`config.mk`:
```
export PLATFORM = sky130hd
export DESIGN_NAME = lut_ram_init_flat
export DESIGN_NICKNAME = d
export VERILOG_FILES = /design/src/rtl/lut_ram_init_if.sv /design/src/rtl/lut_ram_init.sv /design/src/flat_wrapper.sv
export SDC_FILE = /design/constraint.sdc
export NUM_CORES = 1
export LEC_CHECK = 0
export ABC_AREA = 1
export CORE_MARGIN = 3
export CORE_UTILIZATION = 61
export DETAILED_ROUTE_END_ITERATION = 8
export PLACE_DENSITY_LB_ADDON = 0.08
export SLEW_MARGIN = 40
export SYNTH_ARGS = -nofsm -noshare
export SYNTH_HDL_FRONTEND = slang
export SYNTH_SLANG_ARGS = --single-unit
```
`constraint.sdc`:
```
create_clock -name clk -period 2.53 [get_ports clk]
set_input_delay 0.3795 -clock clk [delete_from_list [all_inputs] [get_ports clk]]
set_output_delay 0.3795 -clock clk [all_outputs]
set_load 0.005 [all_outputs]
```
`src/rtl/lut_ram_init_if.sv`:
```
// Bus bundle for lut_ram_init: one read port, one write port and the ready flag.
// The memory owns the slave modport; the requester owns the master modport.
interface lut_ram_init_if #(
  parameter int WIDTH = 8,
  parameter int AW    = 5
);
  // rd_en/wr_en count only on an edge where ready is already high. Each read
  // taken on such an edge yields exactly one rd_valid pulse, in request order.
  // rd_data is meaningful only during that pulse and holds its value otherwise.
  logic             ready;
  logic             rd_en;
  logic [AW-1:0]    rd_adrs;
  logic [WIDTH-1:0] rd_data;
  logic             rd_valid;
  logic             wr_en;
  logic [AW-1:0]    wr_adrs;
  logic [WIDTH-1:0] wr_data;

  modport master (
    input  ready, rd_data, rd_valid,
    output rd_en, rd_adrs, wr_en, wr_adrs, wr_data
  );

  modport slave (
    output ready, rd_data, rd_valid,
    input  rd_en, rd_adrs, wr_en, wr_adrs, wr_data
  );
endinterface

```
`src/rtl/lut_ram_init.sv`:
```
// Run-time writable lookup table. After every reset a sequencer fills the
// whole array with a defined pattern, because the reset cannot clear storage.
module lut_ram_init #(
  parameter int               WIDTH      = 8,
  parameter int               DEPTH      = 32,
  parameter int               AW         = $clog2(DEPTH),
  parameter int               INIT_MODE  = 0,
  parameter logic [WIDTH-1:0] INIT_VALUE = '0,
  parameter int               OUT_REG    = 0
) (
  input  logic              clk,
  input  logic              reset_n,
  lut_ram_init_if.slave     bus,
  output logic              dbg_state
);
  typedef enum logic {ST_INIT = 1'b0, ST_RUN = 1'b1} state_t;

  localparam int            AWP    = AW + 1;
  localparam logic [AW:0]   DEPTH_W = AWP'(DEPTH);
  localparam logic [AW-1:0] LAST    = AW'(DEPTH - 1);

  state_t        state_q;
  logic [AW-1:0] cnt_q;
  logic          ready_q;

  // The fill counter stops on the last entry; ready rises on the same edge
  // that writes it, so the next request edge already sees ready high.
  always_ff @(posedge clk or negedge reset_n) begin
    if (!reset_n) begin
      state_q <= ST_INIT;
      cnt_q   <= '0;
      ready_q <= 1'b0;
    end else begin
      case (state_q)
        ST_INIT: begin
          if (cnt_q == LAST) begin
            state_q <= ST_RUN;
            ready_q <= 1'b1;
          end else begin
            cnt_q <= cnt_q + 1'b1;
          end
        end
        ST_RUN: begin
          state_q <= ST_RUN;
          ready_q <= 1'b1;
        end
        default: begin
          state_q <= ST_INIT;
          cnt_q   <= '0;
          ready_q <= 1'b0;
        end
      endcase
    end
  end

  logic             run;
  logic             wr_ok;
  logic             rd_ok;
  logic             rd_in_range;
  logic [WIDTH-1:0] fill_val;
  logic             mem_we;
  logic [AW-1:0]    mem_wa;
  logic [WIDTH-1:0] mem_wd;
  logic [WIDTH-1:0] mem_q [DEPTH];

  assign run         = (state_q == ST_RUN);
  assign wr_ok       = run && bus.wr_en && ({1'b0, bus.wr_adrs} < DEPTH_W);
  assign rd_ok       = run && bus.rd_en;
  assign rd_in_range = ({1'b0, bus.rd_adrs} < DEPTH_W);

  always_comb begin
    fill_val = '0;
    if (INIT_MODE == 1) begin
      fill_val = WIDTH'(cnt_q);
    end else if (INIT_MODE == 2) begin
      fill_val = INIT_VALUE;
    end
  end

  // INIT owns the write port; in RUN only in-range writes reach the array.
  always_comb begin
    mem_we = 1'b0;
    mem_wa = cnt_q;
    mem_wd = fill_val;
    if (!run) begin
      mem_we = 1'b1;
    end else if (wr_ok) begin
      mem_we = 1'b1;
      mem_wa = bus.wr_adrs;
      mem_wd = bus.wr_data;
    end
  end

  always_ff @(posedge clk) begin
    if (mem_we) begin
      mem_q[mem_wa] <= mem_wd;
    end
  end

  logic             rd_valid1_q, rd_valid1_d;
  logic [WIDTH-1:0] rd_data1_q, rd_data1_d;

  // Sampling mem_q before this edge's write lands gives read-before-write.
  always_comb begin
    rd_valid1_d = rd_ok;
    rd_data1_d  = rd_data1_q;
    if (rd_ok) begin
      rd_data1_d = rd_in_range ? mem_q[bus.rd_adrs] : '0;
    end
  end

  always_ff @(posedge clk or negedge reset_n) begin
    if (!reset_n) begin
      rd_valid1_q <= 1'b0;
      rd_data1_q  <= '0;
    end else begin
      rd_valid1_q <= rd_valid1_d;
      rd_data1_q  <= rd_data1_d;
    end
  end

  if (OUT_REG != 0) begin : g_out_reg
    logic             rd_valid2_q, rd_valid2_d;
    logic [WIDTH-1:0] rd_data2_q, rd_data2_d;

    always_comb begin
      rd_valid2_d = rd_valid1_q;
      rd_data2_d  = rd_valid1_q ? rd_data1_q : rd_data2_q;
    end

    always_ff @(posedge clk or negedge reset_n) begin
      if (!reset_n) begin
        rd_valid2_q <= 1'b0;
        rd_data2_q  <= '0;
      end else begin
        rd_valid2_q <= rd_valid2_d;
        rd_data2_q  <= rd_data2_d;
      end
    end

    assign bus.rd_valid = rd_valid2_q;
    assign bus.rd_data  = rd_data2_q;
  end else begin : g_no_out_reg
    assign bus.rd_valid = rd_valid1_q;
    assign bus.rd_data  = rd_data1_q;
  end

  assign bus.ready = ready_q;
  assign dbg_state = state_q;
endmodule

```
`src/flat_wrapper.sv`:
```
// flat-port wrapper written by rule: the top's interface ports become plain ports
module lut_ram_init_flat 
#(
  parameter int               WIDTH      = 8,
  parameter int               DEPTH      = 32,
  parameter int               AW         = $clog2(DEPTH),
  parameter int               INIT_MODE  = 0,
  parameter logic [WIDTH-1:0] INIT_VALUE = '0,
  parameter int               OUT_REG    = 0
)
  (clk, reset_n, dbg_state, bus_ready, bus_rd_data, bus_rd_valid, bus_rd_en, bus_rd_adrs, bus_wr_en, bus_wr_adrs, bus_wr_data);
  lut_ram_init_if #(.WIDTH(WIDTH), .AW(AW)) bus_i ();
  input  logic clk;
  input  logic reset_n;
  output logic dbg_state;
  output wire logic [$bits(bus_i.ready)-1:0] bus_ready;
  output wire logic [$bits(bus_i.rd_data)-1:0] bus_rd_data;
  output wire logic [$bits(bus_i.rd_valid)-1:0] bus_rd_valid;
  input wire logic [$bits(bus_i.rd_en)-1:0] bus_rd_en;
  input wire logic [$bits(bus_i.rd_adrs)-1:0] bus_rd_adrs;
  input wire logic [$bits(bus_i.wr_en)-1:0] bus_wr_en;
  input wire logic [$bits(bus_i.wr_adrs)-1:0] bus_wr_adrs;
  input wire logic [$bits(bus_i.wr_data)-1:0] bus_wr_data;
  assign bus_ready = bus_i.ready;
  assign bus_rd_data = bus_i.rd_data;
  assign bus_rd_valid = bus_i.rd_valid;
  assign bus_i.rd_en = bus_rd_en;
  assign bus_i.rd_adrs = bus_rd_adrs;
  assign bus_i.wr_en = bus_wr_en;
  assign bus_i.wr_adrs = bus_wr_adrs;
  assign bus_i.wr_data = bus_wr_data;
  lut_ram_init #(.WIDTH(WIDTH), .DEPTH(DEPTH), .AW(AW), .INIT_MODE(INIT_MODE), .INIT_VALUE(INIT_VALUE), .OUT_REG(OUT_REG)) u_core (.clk(clk), .reset_n(reset_n), .bus(bus_i), .dbg_state(dbg_state));
endmodule
```
==> run summary <==
For this design, the CTS-stage hold fixing added 0 buffers. Total power divided by cell area: 727.4 nW/µm². The logs give 17660 µm² for the area of the placeable core and 2690 ps for the required time at the endpoint of the critical path. For the initial antenna violation count, the log shows 0. Leaving out fill and tap cells, the most frequent cells in the layout are sky130_fd_sc_hd__nand2_1, sky130_fd_sc_hd__edfxtp_1, sky130_fd_sc_hd__nand3_1.

Counting flops and latches in the post-synthesis netlist gives 272. In the routed layout, each cell is associated on average with a via count of 5.808. Setup repair after global routing left no endpoint under its margin.

At the later pin of the worst-skew pair, clock insertion delay measures 530 ps. The share of synthesized area occupied by flip-flops and latches came out at 72.13%. The slowest stage of the critical path belongs to the cell sky130_fd_sc_hd__nor2_1.

The share of post-route cells with drive strength above 1 works out to 10.33%. Synthesis-to-finish area growth: 15.37%. The first routing iteration left 906 violations.

Detailed placement ended at an HPWL of 16100 µm. Once the floorplan was initialized, standard cells occupied 63.50% of the core. Total vias in the final route: 7550. Max-cap violations in this run came to 0. The number of H-tree branching levels came out at 1. The logs give 0.6809 mV for the maximum vdd drop and 190.5 ps for the worst hold slack after final layout.

Measured against its own limit, the worst slew margin works out to 54.36%. The final hold violation count was 0. For the total wire length, the log shows 26310 µm. The type of element capturing the critical path was a register. The critical path's largest stage delay was 620 ps. During synthesis, Yosys emitted a total of 0 warnings.

At the end of the flow the core is filled with cells to 73.26%. Number of CTS-inserted buffers: 27. The total die area is 20040 µm², and the total negative setup slack is 0 ps.

Based on the critical path, the design can be clocked at up to 468.2 MHz. The finished layout holds 1300 standard cells, fillers aside. The number of antenna diodes in the final layout is 0. The critical path start-end classification was register to register. The count of cell types in the netlist came out at 22.

The vertical extent of the die was 141.6 µm. For this run, the total global-route usage over all layers was measured as 26.90%. The number of max-slew violations in the final report was 0; the count of unresolved DRC violations after routing was 0. Entering global routing, the biggest net connects 129 pins.

The routed length per placed instance came out at 20.24 µm. TritonCTS built the clock tree. The total clock sinks came out at 272. The run gives 33 as the I/O pin count.

The first-pass detailed-route iteration total was 5. The number of gates given a new drive strength after cts is 0. For the worst flop-to-flop path, the logic depth is 4.

The logs give 3 for the buffer depth of the longest clock path and 1251 for the number of cells after detailed placement. The critical path runs through a total of 4 cells. Summing all non-filler instances in the final layout gives an area of 12930 µm². The kind of cell with the highest combined delay along the critical path is simple AND/OR/NAND/NOR gates.

The share of the clock period used by the worst path came out at 84.42%. The run finished with clean final reports. The initialized floorplan defines 48 standard-cell rows. In the post-route analysis, the smallest setup slack over all paths is 394.2 ps. Number of I/O port buffers: 32. At the end of the flow, the number of nets in the layout was 1079. Dividing the synthesized area by the synthesized cell count gives 11.35 µm². Global routing finished with a remaining overflow of 0. Counting both buffers and inverters, the worst setup path holds a total of 0.

Buffers added to address setup during post-CTS repair amount to 0. Clock-pin slew was measured on the worst setup and hold paths at 60 ps. Data arrives at the worst endpoint at 2290 ps. The total power draw is 9.409 mW, and the maximum net fanout on the critical path is 12. Subtracting the final worst setup slack from the clock period gives 2136 ps.

The post-synthesis cell area was 11210 µm²; the register-to-register path setup slack was 390 ps. OpenSTA, run right after detailed placement, puts the worst setup slack at -28.73 ps. The width of the die was 141.6 µm. Setup violations remaining at the end of the flow were counted as 0.

Clock skew on the completed layout was measured at 10.57 ps. The footprint of the flip-flops and latches was 8088 µm². The library cell used most frequently in the layout, excluding fill and tap cells, is sky130_fd_sc_hd__nand2_1. The via count of the first global-routing pass was 7310. Summing all placed instances gives a cell area of 12090 µm².

The signal on the critical path passes through nand2_2 -> o21ai_1 -> nand3_1 -> nor2_1. The congestion estimate from routability-driven global placement came to 0.8915. The element type at the critical path start is a register. The number of fill cells came out at 1213.

The class of the tightest hold or removal check is input port to asynchronous set/reset pin. For the number of standard cells after synthesis, the log shows 988. The tools report the clock root buffer as sky130_fd_sc_hd__clkbuf_16. The number of nets still failing antenna checks after routing was 0.

The area used by multi-input combinational logic was 2739 µm²; the wire length of the first global-routing pass was 40980 µm. The analysis attributes to cell leakage a power of 5.067 nW. At the pin with the least slew margin, the transition time is 682.1 ps.

The number of nets in the synthesized netlist came out at 1012.
## per-layer routing
metal	vias up	routed length [µm]	track usage, %	part of all wire (%)
li1	3538	-	-	-
met1	3609	10630	38.48	40
met2	351	12930	44.16	49
met3	52	2081	3.977	7.9
met4	0	671	7.121	2.6
met5	-	0	0	0
## logic make-up (layout without fill, tap and decap cells)
kind of cell | Yosys count | count (layout) | share of synthesized area, %
flip-flops | 272 | 272 | 72.13
buffers and inverters | 80 | 167 | 3.616
AO/OA/AOI/OAI | 7 | 7 | 0.3794
XOR/XNOR | 3 | 3 | 0.2344
adder cells (fa/ha/maj) | 2 | 2 | 0.2232
AND/OR/NAND/NOR | 624 | 624 | 23.41
## final timing paths
kind,startpoint,endpoint
max,u_core.dbg_state$_DFF_PN0_,u_core.mem_q[2][3]$_DFFE_PP_
min,reset_n,u_core.bus.ready$_DFFE_PN0N_
max reg2reg,u_core.dbg_state$_DFF_PN0_,u_core.mem_q[2][3]$_DFFE_PP_
min reg2reg,u_core.bus.ready$_DFFE_PN0N_,u_core.bus.ready$_DFFE_PN0N_
max in group asynchronous,reset_n,u_core.bus.rd_data[7]$_DFFE_PN0P_
min in group clk,u_core.bus.ready$_DFFE_PN0N_,u_core.bus.ready$_DFFE_PN0N_
## sequential cells by signal, summed over array words and instances (netlist names)
signal / flops
u_core.bus.rd_data: 8
u_core.bus.rd_valid: 1
u_core.bus.ready: 1
u_core.cnt_q: 5
u_core.dbg_state: 1
u_core.mem_q: 256
## worst register-to-register path, cell delays in order (launching register included)
cell	delay [ps]
sky130_fd_sc_hd__dfrtp_1	430
sky130_fd_sc_hd__nand2_2	190
sky130_fd_sc_hd__o21ai_1	250
sky130_fd_sc_hd__nand3_1	280
sky130_fd_sc_hd__nor2_1	620
## final cells by class
cell class / instances / area share (%)
timing repair buffer: 91 / 6.810
tap: 225 / 2.176
sequential: 272 / 62.53
inverter: 27 / 0.7932
clock buffer: 39 / 5.726
multi-input combinational: 636 / 21.17
clock inverter: 10 / 0.7932
## report_power, final
group / total (mW) / switching [mW] / internal, mW
clock network: 3.79 / 1.56 / 2.23
logic: 0.655 / 0.438 / 0.217
registers: 4.97 / 0.0115 / 4.96
total: 9.41 / 2.01 / 7.40
## synthesized netlist by cell type
library cell                 n  share of area, %
sky130_fd_sc_hd__nand2_1   355                12
sky130_fd_sc_hd__edfxtp_1  256                69
sky130_fd_sc_hd__nand3_1   220               9.8
sky130_fd_sc_hd__nor2_1     46               1.5
sky130_fd_sc_hd__buf_2      24               1.1
sky130_fd_sc_hd__inv_1      24              0.80
sky130_fd_sc_hd__buf_4      16               1.1
sky130_fd_sc_hd__dfrtp_1    16               3.6
sky130_fd_sc_hd__clkbuf_1    7              0.23
sky130_fd_sc_hd__buf_1       4              0.13
sky130_fd_sc_hd__o21ai_1     3              0.13
sky130_fd_sc_hd__buf_6       2              0.20
sky130_fd_sc_hd__ha_1        2              0.22
sky130_fd_sc_hd__inv_2       2             0.067
sky130_fd_sc_hd__o21ai_0     2             0.089
sky130_fd_sc_hd__o21ai_2     2              0.16
sky130_fd_sc_hd__xor2_1      2              0.16
sky130_fd_sc_hd__clkinv_1    1             0.033
sky130_fd_sc_hd__nand2_2     1             0.056
sky130_fd_sc_hd__nand4_1     1             0.056
sky130_fd_sc_hd__or2_2       1             0.056
sky130_fd_sc_hd__xnor2_1     1             0.078
(Power assumes the default switching activity.)
